`src/rtl/hdmi_out_pixel_unpacker.sv`:
```
// HDMI output pixel unpacker: pulls packed FIFO words, splits them into pixels
// in step with DE and re-times the syncs for the encoder.
module hdmi_out_pixel_unpacker #(
   parameter int unsigned DATA_WIDTH = 256,
   parameter int unsigned PIX_WIDTH  = 32,
   parameter int unsigned RD_LATENCY = 2
) (
   input  logic                  clk,
   input  logic                  rst_n,
   input  logic                  en,
   input  logic                  vs_in,
   input  logic                  hs_in,
   input  logic                  de_in,
   output logic                  rd_en,
   input  logic [DATA_WIDTH-1:0] rd_data,
   input  logic                  empty,
   output logic                  vs_out,
   output logic                  hs_out,
   output logic                  de_out,
   output logic [PIX_WIDTH-1:0]  pix_data,
   output logic                  underflow
);

   localparam int unsigned PPW   = DATA_WIDTH / PIX_WIDTH;
   localparam int unsigned IDX_W = (PPW > 1) ? $clog2(PPW) : 1;

   typedef enum logic [1:0] {ST_IDLE, ST_FILL, ST_RUN} state_t;

   state_t                          state_q, state_d;
   logic                            vs_q;
   logic [RD_LATENCY-1:0]           pipe_q;
   logic [PPW-1:0][PIX_WIDTH-1:0]   cur_q, nxt_q;
   logic                            cur_v_q, nxt_v_q;
   logic [IDX_W-1:0]                idx_q;

   logic vs_rise_c, arrive_c, in_flight_c, last_c, shift_c, rd_issue_c;

   assign vs_rise_c   = vs_in & ~vs_q;
   // pipe_q[RD_LATENCY-1] marks the edge on which the FIFO word is presented
   assign arrive_c    = pipe_q[RD_LATENCY-1];
   assign in_flight_c = rd_en | (|pipe_q);
   assign last_c      = (idx_q == IDX_W'(PPW - 1));
   assign shift_c     = en & de_in & (state_q == ST_RUN) & last_c;

   always_ff @(posedge clk or negedge rst_n) begin
      if (!rst_n) state_q <= ST_IDLE;
      else        state_q <= state_d;
   end

   // Next state and read issue; only one read outstanding, never more than two words held
   always_comb begin
      state_d    = state_q;
      rd_issue_c = 1'b0;
      if (!en) begin
         state_d = ST_IDLE;
      end else begin
         case (state_q)
            ST_IDLE: if (vs_rise_c) state_d = ST_FILL;
            ST_FILL: if (cur_v_q && nxt_v_q) state_d = ST_RUN;
            ST_RUN:  state_d = ST_RUN;
            default: state_d = ST_IDLE;
         endcase
         if (state_q != ST_IDLE)
            rd_issue_c = ~empty & ~in_flight_c & ~(cur_v_q & nxt_v_q);
      end
   end

   always_ff @(posedge clk or negedge rst_n) begin
      if (!rst_n) begin
         vs_q      <= 1'b0;
         vs_out    <= 1'b0;
         hs_out    <= 1'b0;
         de_out    <= 1'b0;
         rd_en     <= 1'b0;
         pipe_q    <= '0;
         cur_q     <= '0;
         nxt_q     <= '0;
         cur_v_q   <= 1'b0;
         nxt_v_q   <= 1'b0;
         idx_q     <= '0;
         pix_data  <= '0;
         underflow <= 1'b0;
      end else begin
         vs_q   <= vs_in;
         vs_out <= vs_in;
         hs_out <= hs_in;
         de_out <= de_in;
         rd_en  <= rd_issue_c;
         pipe_q[0] <= rd_en;
         for (int i = 1; i < int'(RD_LATENCY); i++) pipe_q[i] <= pipe_q[i-1];

         if (!en || state_q == ST_IDLE) begin
            // Returning words are dropped here; underflow only clears while disabled
            cur_v_q <= 1'b0;
            nxt_v_q <= 1'b0;
            idx_q   <= '0;
            if (!en) underflow <= 1'b0;
            if (de_in) pix_data <= '0;
         end else begin
            if (de_in) begin
               if (state_q == ST_RUN && cur_v_q) begin
                  pix_data <= cur_q[idx_q];
               end else begin
                  pix_data  <= '0;
                  underflow <= 1'b1;
               end
               if (state_q == ST_RUN) idx_q <= last_c ? '0 : idx_q + IDX_W'(1);
            end
            if (state_q == ST_RUN && vs_rise_c) idx_q <= '0;

            // Slot management: a word retiring and a word arriving may coincide
            if (shift_c) begin
               cur_q   <= nxt_q;
               cur_v_q <= nxt_v_q;
               nxt_v_q <= 1'b0;
               if (arrive_c) begin
                  if (!nxt_v_q) begin
                     cur_q   <= rd_data;
                     cur_v_q <= 1'b1;
                  end else begin
                     nxt_q   <= rd_data;
                     nxt_v_q <= 1'b1;
                  end
               end
            end else if (arrive_c) begin
               if (!cur_v_q) begin
                  cur_q   <= rd_data;
                  cur_v_q <= 1'b1;
               end else begin
                  nxt_q   <= rd_data;
                  nxt_v_q <= 1'b1;
               end
            end
         end
      end
   end

endmodule

```
`config.mk`:
```
export PLATFORM = sky130hd
export DESIGN_NAME = hdmi_out_pixel_unpacker
export DESIGN_NICKNAME = d
export VERILOG_FILES = /design/src/rtl/hdmi_out_pixel_unpacker.sv
export SDC_FILE = /design/constraint.sdc
export NUM_CORES = 1
export LEC_CHECK = 0
export ABC_AREA = 1
export BUFFER_PORTS_ARGS = -buffer_cell sky130_fd_sc_hd__buf_2
export CAP_MARGIN = 20
export CORE_MARGIN = 4
export CORE_UTILIZATION = 50
export CTS_CLUSTER_DIAMETER = 120
export CTS_CLUSTER_SIZE = 25
export DETAILED_ROUTE_END_ITERATION = 10
export PLACE_DENSITY = 0.69
export SYNTH_ARGS = -nofsm -noshare
export SYNTH_HDL_FRONTEND = slang
export SYNTH_SLANG_ARGS = --single-unit
```
`constraint.sdc`:
```
create_clock -name clk -period 2.2 [get_ports clk]
set_input_delay 0.11 -clock clk [delete_from_list [all_inputs] [get_ports clk]]
set_output_delay 0.11 -clock clk [all_outputs]
set_load 0.1 [all_outputs]
```
; Yosys cells after proc, flatten, opt, wreduce, memory -nomap -nowiden
; Cells that the tools add are included.
[word_totals]
reg_bits = 558
[classes]
n_addsub = 1
mux = 41
n_reduce_logical = 21
eq_ne = 9
n_bitwise = 13
order_cmp = 1
[op_table]
columns = op, n
row1 = 256-bit two-way mux, 10
row2 = 32-bit two-way mux, 5
row3 = 32-bit binary-select mux with 3-bit select, 1
row4 = 1-bit two-way mux, 16
row5 = 3-bit two-way mux, 5
row6 = 3-bit nonzero test, 4
row7 = 2-bit nonzero test, 4
row8 = 1-bit bitwise AND, 7
row9 = 2-bit two-way mux, 3
row10 = "2-bit inequality test, second input constant", 3
row11 = "3-bit inequality test, second input constant", 2
row12 = 2-bit case mux with 3 select lines, 1
row13 = 2-bit AND reduction, 3
row14 = 3-bit AND reduction, 2
row15 = 1-bit inverter, 5
row16 = "3-bit by 4-bit less-than comparator with 1-bit output, second input constant", 1
row17 = 4-bit AND reduction, 1
row18 = "3-bit by 1-bit adder with 3-bit output, second input constant", 1
row19 = "3-bit == test, second input constant", 1
row20 = 1-bit logical AND, 3
row21 = "2-bit by 1-bit == test with 1-bit output, second input constant", 1
row22 = "2-bit == test, second input constant", 1
row23 = 2-bit logical NOT, 1
row24 = "2-bit by 1-bit inequality test with 1-bit output, second input constant", 1
row25 = 4 further kinds, 4

; Depth between registers and ports, before layout
; Gate-level depths: netlist of the first run.
[depth]
depth_word = 7
mapped_depth = 11
depth_no_buf = 9

; Worst setup path after synthesis of the first run
; Ideal clock, no wire load.
[synth_path]
path_type = reg2reg
startpoint = reg idx_q[0]
endpoint = reg cur_q[100] (netlist name)
required_time_ps = 2082
t_arrival_ps = 1782
path_stages_with_launch = 11
synth_period_minus_slack_ps = 1899
n_path_buf = 2
setup_slack_ps = 301
cell_sequence = dfrtp_1 ha_1 ha_1 nand2_1 nor2_4 o21ai_1 clkbuf_1 clkbuf_1 nand2_1 nand3_1 nand2_1
[synth_between]
elab_chain_len = 4
[synth_lines]
columns = element, line_no
row1 = "start, declared", 34  ; logic [IDX_W-1:0] idx_q;
row2 = "start signal, assigned", 107  ; if (state_q == ST_RUN) idx_q <= last_c ? '0 : idx_q + IDX_W'(1);
row3 = 3-bit == test (*), 42  ; assign last_c = (idx_q == IDX_W'(PPW - 1));
row4 = 1-bit bitwise AND (*), 43  ; assign shift_c = en & de_in & (state_q == ST_RUN) & last_c;
row5 = 2-bit by 1-bit inequality test with 1-bit output (no source line) / 2-bit nonzero test (equally long branches), --
row6 = 3-bit AND reduction (no source line), --
row7 = "end signal, assigned", 113  ; cur_q <= nxt_q;
row8 = "end signal, assigned", 118  ; cur_q <= rd_data;
row9 = "end signal, assigned", 127  ; cur_q <= rd_data;
row10 = "end, declared", 32  ; logic [PPW-1:0][PIX_WIDTH-1:0] cur_q, nxt_q;
; Mark *: on every way between the ends. The rest lies on a longest branch, timed or not.
; A chain may end at the register's enable or synchronous reset.

; Final worst setup path of the first run
[layout_path]
startpoint = reg state_q[0]
endpoint = reg nxt_q[231] (netlist name)
[layout_between]
elab_chain_len = 5
[layout_lines]
columns = element, line_no
row1 = "start, declared", 29  ; state_t state_q, state_d;
row2 = "start signal, assigned", 47  ; else state_q <= state_d;
row3 = 2-bit == test, 43
row4 = 1-bit bitwise AND (2 in a row), 43
row5 = 2-bit inequality test (no source line) / 2-bit nonzero test (equally long branches), --
row6 = 4-bit AND reduction (no source line), --
row7 = "end signal, assigned", 121  ; nxt_q <= rd_data;
row8 = "end signal, assigned", 130  ; nxt_q <= rd_data;
row9 = "end, declared", 32
; Several ways; a longest one is shown, not always the timed one.

==> results of run 1 <==
[flip-flops by register name (all words and copies together) (netlist names), 2 cells and up]
register	count
nxt_q	256
pipe_q	2
idx_q	3
state_q	2
pix_data	32
cur_q	256
[kinds of logic (layout without fill, tap and decap cells)]
kind of cell | count (synthesis) | in the layout | share of synthesized area, %
simple gates | 2398 | 2403 | 33.05
buf+inv | 1029 | 1499 | 13.50
flops | 558 | 558 | 46.52
compound gates | 270 | 270 | 6.682
fa+ha+maj | 6 | 6 | 0.2501
[per-layer routing]
| layer | routed length [um] | vias up | part of all wire [%] |
|---|---|---|---|
| li1 | - | 14070 | - |
| met5 | 0 | - | 0 |
| met4 | 5249 | 0 | 4.7 |
| met3 | 11090 | 264 | 9.9 |
| met2 | 49100 | 1597 | 44 |
| met1 | 46220 | 14280 | 41 |
[area by class of cell]
class                           instances  area (sq um)  area share [%]
Multi-Input combinational cell       2679         12160           32.29
Clock inverter                          1         20.02         0.05315
Timing Repair Buffer                  748          7126           18.92
Tap cell                              773         967.2           2.568
Inverter                              722          2738           7.268
Sequential cell                       558         13970           37.10
Clock buffer                           28         679.4           1.804
[power by group]
| group | total, W | switching (W) | internal (W) |
|---|---|---|---|
| Combinational | 0.0106 | 0.00685 | 0.00376 |
| Clock | 0.00572 | 0.00349 | 0.00223 |
| Sequential | 0.0144 | 0.00159 | 0.0128 |
| Total | 0.0307 | 0.0119 | 0.0188 |
[layout by cell type, fill, tap and decap left out, drive strengths merged]
master	n
o211ai	257
dfrtp	558
nor3	2
inv	723
a32o	1
nand3	710
clkbuf	48
nor2	7
dlygate4sd3	263
o21ai	11
ha	6
nand2	1684
buf	465
o21a	1
[what timing repair did]
item | CTS | global route
setup buffers | 0 | 18
hold endpoints to repair | 1058 | 0
pin swaps | 0 | 7
hold buffers | 263 | 0
gates cloned | 0 | 39
gates resized for setup | 4 | 38
endpoints found under the setup margin | 30 | 487
[stage by stage]
step	setup TNS, ps	instance area, sq um	hold WS [ps]	power, W
5_1_grt	-295.7	37660	65.50	0.03254
3_3_place_gp	0	33170	111.6	0.02412
6_report	0	37660	51.93	0.03073
2_1_floorplan	0	30020	-185.6	0.02015
3_5_place_dp	0	33170	111.7	0.02428
4_1_cts	-23.38	36520	40.53	0.03031
[worst max-delay path by stage]
stage,start,to,slack (ps),cells past startpoint
floorplan,idx_q[0],cur_q[100],300,10
finish,state_q[0],nxt_q[231],30,11
global route,state_q[0],nxt_q[231],-40,11
detailed placement,idx_q[0],nxt_v_q,9,10
CTS,idx_q[0],cur_q[120],-10,10
global placement,idx_q[0],cur_q[31],50,9
[critical path: cells and delay by family, from the launching register on]
family	cells	cell delay, ps
AO/OA/AOI/OAI	1	120
flip-flops	1	420
AND/OR/NAND/NOR	6	750
adder cells (fa/ha/maj)	1	190
buffers and inverters	3	570
==> flow_summary.ini, run 1 <==
[clocking]
path_clk_slew_ps = 110
cts_root_buffer = clkbuf_16
htree_levels = 1
clk_latency_ps = 620
cts_tree = done
cts_buffers = 26
clock-sinks = 558
cts_buffer_depth = 3

[detailed_routing]
drt_wl_total_mm = 111.7
ant_nets = 0
drtIter0Drc = 3609
dr_total_vias = 30210
dr.pass1.iters = 6
vias_per_cell = 5.484
drc_errors = 0
wl_per_cell_um = 20.27

[timing]
max_freq_mhz = 461.0
setup_viol = 0
finClkSkew_ps = 27.85
hold_viol = 0
slew_viol_final = 0
relSlewSlack_pct = 57.24
fin_ws_ps = 30.83
fin_crit_ps = 2169
worst_slew_pin_slew_ps = 641.4
finalCritPeriodShare_pct = 98.60

[yosys]
yosys-top-cells-area = dfrtp_1 47%, nand2_1 21%, nand3_1 12%, inv_1 9.0%, o211ai_1 6.4%
synth_common_cells = 1678 x nand2_1, 719 x inv_1, 710 x nand3_1
ys_seq_area_share_pct = 46.52
synth_top_area_share_pct = 46.52
synth_edf_count = 0
synthDistinctLibCells = 20
async_flop_share_pct = 100.0
syn_avg_cell_area_sq_um = 7.044
ys_ff_latch = 558
syn_inst = 4261
syn_nets = 4530
ys_warn_count = 0
synth_ff_type = dfrtp_1
synth_top_area_cell = dfrtp_1
syn-cell-area_sq_um = 30020
yosysMostFrequentCell = nand2_1

[floorplanning]
die-area_sq_um = 64010
die_w_um = 253.0
die-height_um = 253.0
io_pins = 300
core_area_sq_um = 59240
start_util_pct = 50.67
rows = 89

[worst_setup_path]
crit_chain = inv_2, ha_1, nand2_2, nor2_4, nand2_2, o21ai_4, buf_12, nand2_8, clkbuf_16, nand2_1, nand2_1
cp_slowest_cell = dfrtp_1
r2r_slack_ps = 30
timing.rr.start = state_q[0]
startpoint_type = flop
worstPathRequired_ps = 2710
crit_path_end_kind = flop
critPathMaxStageDelay_ps = 420
path_class = flop to flop
cp_max_fo = 15
r2r_end = nxt_q[231]
worst-r2r-cell-count = 11
arrival_ps = 2680

[pwr]
p_leak_nw = 20.95
p_per_area_nw_per_um2 = 815.9
irDropWorstVdd_mv = 0.7345

[finish]
nets = 5004
drive_above_1_share_pct = 11.42
fin_util_pct = 63.58
fillers = 5131
finalNonFillerCells = 5509
syn2layout_area_growth_pct = 25.49
diodes = 0

[global_route]
grtUsageMet3_pct = 5.403
antenna_found_initial = 1
grt-busiest-layer = met2
overflow = 0
use_met2_pct = 48.38
grt_pass1_vias = 27980
grt_max_degree = 101
grt_pass1_wl_mm = 161.2
gr-usage-all-layers_pct = 31.63
grtUsageMet1_pct = 45.96

[placed_design]
gp_congestion = 0.9052
dp.cells = 5160
place_hpwl_mm = 66.47
portBuffers = 299
place_ws_ps = 9.309

[flow_run]
cap_violations = 0

[outcome]
outcome = finished, final reports clean

[hold_path]
hold_path.class = input port to async pin
Power figures use the tool's default switching activity.
==> run 2: changes to the inputs <==
--- a/config.mk
+++ b/config.mk
@@ -5,7 +5,6 @@
 export SDC_FILE = /design/constraint.sdc
 export NUM_CORES = 1
 export LEC_CHECK = 0
-export ABC_AREA = 1
 export BUFFER_PORTS_ARGS = -buffer_cell sky130_fd_sc_hd__buf_2
 export CAP_MARGIN = 20
 export CORE_MARGIN = 4
@@ -13,7 +12,7 @@
 export CTS_CLUSTER_DIAMETER = 120
 export CTS_CLUSTER_SIZE = 25
 export DETAILED_ROUTE_END_ITERATION = 10
-export PLACE_DENSITY = 0.69
+export PLACE_DENSITY = 0.7
 export SYNTH_ARGS = -nofsm -noshare
 export SYNTH_HDL_FRONTEND = slang
 export SYNTH_SLANG_ARGS = --single-unit
==> run 2 against run 1 <==
Net effect:
- the run now ends with negative setup slack left
- sequential power barely moved
- combinational power is 30% lower
- non-clock buffer count grew 24
- maximum frequency down 3.9%
- final area shrank 7.7%
- critical path depth fell by 1
- largest power group unchanged
- global-route usage is 6.2 points lower
- setup slack got worse by 88 ps
- sequential cell count stayed put
==> flow_summary.ini, run 2 <==
[outcome]
outcome = complete, but fails checks
violations = negative setup slack

[yosys]
syn_avg_cell_area_sq_um = 13.15
yosys-top-cells-area = dfrtp_1 54%, mux2i_1 12%, mux2_4 12%, a21oi_1 5.0%, nor2_1 3.8%
syn_nets = 2235
synthDistinctLibCells = 36
ys_ff_latch = 558
ys_seq_area_share_pct = 54.01
async_flop_share_pct = 100.0
syn_inst = 1966
ys_warn_count = 0
synth_top_area_share_pct = 54.01
syn-cell-area_sq_um = 25850
synth_common_cells = 558 x dfrtp_1, 321 x mux2i_1, 260 x nor2_1
synth_top_area_cell = dfrtp_1
yosysMostFrequentCell = dfrtp_1
synth_ff_type = dfrtp_1
synth_edf_count = 0

[floorplanning]
die_w_um = 235.4
die-height_um = 235.4
rows = 83
io_pins = 300
die-area_sq_um = 55400
start_util_pct = 50.39
core_area_sq_um = 51300

[pwr]
finalPower_w = 0.02719
p_per_area_nw_per_um2 = 782.1
p_leak_nw = 15.31
irDropWorstVdd_mv = 0.6733

[global_route]
grt_pass1_vias = 19230
gr-usage-all-layers_pct = 25.41
grt_pass1_wl_mm = 112.4
overflow = 0
antenna_found_initial = 10
grt_max_degree = 71

[detailed_routing]
vias_per_cell = 5.714
drc_errors = 0
drtIter0Drc = 1596
ant_nets = 0
dr_total_vias = 18940
dr.pass1.iters = 5
wl_per_cell_um = 24.27
drt_wl_total_mm = 80.43

[flow_run]
cap_violations = 0

[hold_path]
hold_path.class = input port to flop
min_to = idx_q[2]
hp-start = en
hold_depth = 4

[worst_setup_path]
path_class = flop to flop
crit_chain = ha_4, ha_4, nand4_4, mux2i_4, nor3_4, buf_6, buf_12, buf_16, buf_12, mux2_4
timing.rr.start = idx_q[1]
r2r_end = nxt_q[158]
critPathMaxStageDelay_ps = 510
cp_slowest_cell = dfrtp_4
r2r_slack_ps = -60
startpoint_type = flop
path_delay_family = buffers and inverters
arrival_ps = 2740
worst-r2r-cell-count = 10
worstPathRequired_ps = 2690
crit_buf_inv = 4
crit_path_end_kind = flop
cp_max_fo = 8

[timing]
slew_viol_final = 0
setup_viol = 65
relSlewSlack_pct = 58.42
fin_ws_ps = -57.41
finClkSkew_ps = 24.16
hold_viol = 0
max_freq_mhz = 443.0
finalCritPeriodShare_pct = 102.6
fin_crit_ps = 2257
grt_setup_unrepaired = yes
worst_slew_pin_slew_ps = 623.6

[clocking]
cts_buffer_depth = 3
htree_levels = 1
path_clk_slew_ps = 110
clk_latency_ps = 600
cts_buffers = 26
cts_root_buffer = clkbuf_16
cts_tree = done
clock-sinks = 558

[finish]
final_common_cell = dfrtp_1
syn2layout_area_growth_pct = 34.49
seqCellArea_sq_um = 13970
fin_util_pct = 67.77
fillers = 3425
final_cell_mix = 555 x dfrtp_1, 298 x buf_2, 264 x mux2i_1, 263 x dlygate4sd3_1, 258 x nor2_1
reg_top3 = cur_q x256, nxt_q x256, pix_data x32
drive_above_1_share_pct = 34.40
nets = 2892
multi_input_area_sq_um = 11600

[placed_design]
place_hpwl_mm = 48.08
gp_congestion = 0.8536
portBuffers = 299
run 2: cell types whose count changed after synthesis, sizes merged, moves of 42 or more:
cell and change:
o211ai -257, clkbuf -122, mux2 +258, a21oi +260, buf -42, nand2 -1676, nand3 -709, nor2 +253
mux2i +322, inv -717
run 2: how the worst max path moves through the flow:
stage                          start  cells past startpoint         end  slack (ps)
after floorplan           state_q[0]                      8  nxt_q[109]          80
after global placement      idx_q[1]                      8  nxt_q[185]         -70
after detailed placement    idx_q[1]                      8  nxt_q[185]         -80
after CTS                   idx_q[1]                      9   nxt_q[63]         -70
after global routing        idx_q[1]                      9  nxt_q[196]        -130
final                       idx_q[1]                     10  nxt_q[158]         -60
run 2: worst register-to-register path, stage by stage (launching register included):
cell and delay [ps]:
dfrtp_4 510, ha_4 180, ha_4 160, nand4_4 80, mux2i_4 270, nor3_4 60
buf_6 160, buf_12 140, buf_16 150, buf_12 150, mux2_4 290
run 2: area by class of cell:
cell class	instances	share of cell area, %
clock buffers	29	1.965
well taps	680	2.447
diodes	9	0.06478
clock inverters	1	0.05758
repair buffers	772	21.87
multi-input cells	1259	33.35
inverters	6	0.06478
flip-flops and latches	558	40.18
run 2: timing repair:
action                     4_1_cts  5_1_grt
pin swaps                        2        1
hold endpoints to repair       608        0
gates resized for setup         47      171
hold buffers                   263        0
setup buffers                    7       15
setup endpoints to repair      284      441
cloned                           6       45
run 2: per-layer routing:
layer  global-route usage [%]  share of wire (%)  up-vias
li1                         -                  -     8334
met4                    7.546                3.8        4
met2                    42.66                 50      690
met3                    3.948                6.3      157
met5                        0              0.026        -
met1                    34.54                 40     9750
run 2: through the flow:
stage	std cells	cell area [sq um]	setup slack [ps]	setup TNS (ps)	hold WS [ps]
3_3_place_gp	2939	28920	-73.79	-4031	117.5
3_5_place_dp	2939	28920	-84.89	-4054	122.6
6_report	3314	34770	-57.41	-1370	23.26
5_1_grt	3312	34760	-127.9	-22310	32.73
4_1_cts	3245	32720	-66.47	-3954	9.370
2_1_floorplan	1966	25850	82.89	0	-185.6
run 2: cells by family after synthesis:
family | Yosys count | share of synthesized area [%]
fa+ha+maj | 6 | 0.2904
mux | 612 | 29.59
flops | 558 | 54.01
compound gates | 331 | 7.444
simple gates | 310 | 5.024
buf+inv | 149 | 3.640
run 2: where the power goes:
part           internal, W  switching [W]  total [W]
clock              0.00223        0.00335    0.00558
combinational      0.00358        0.00386    0.00744
sequential          0.0127        0.00147     0.0142
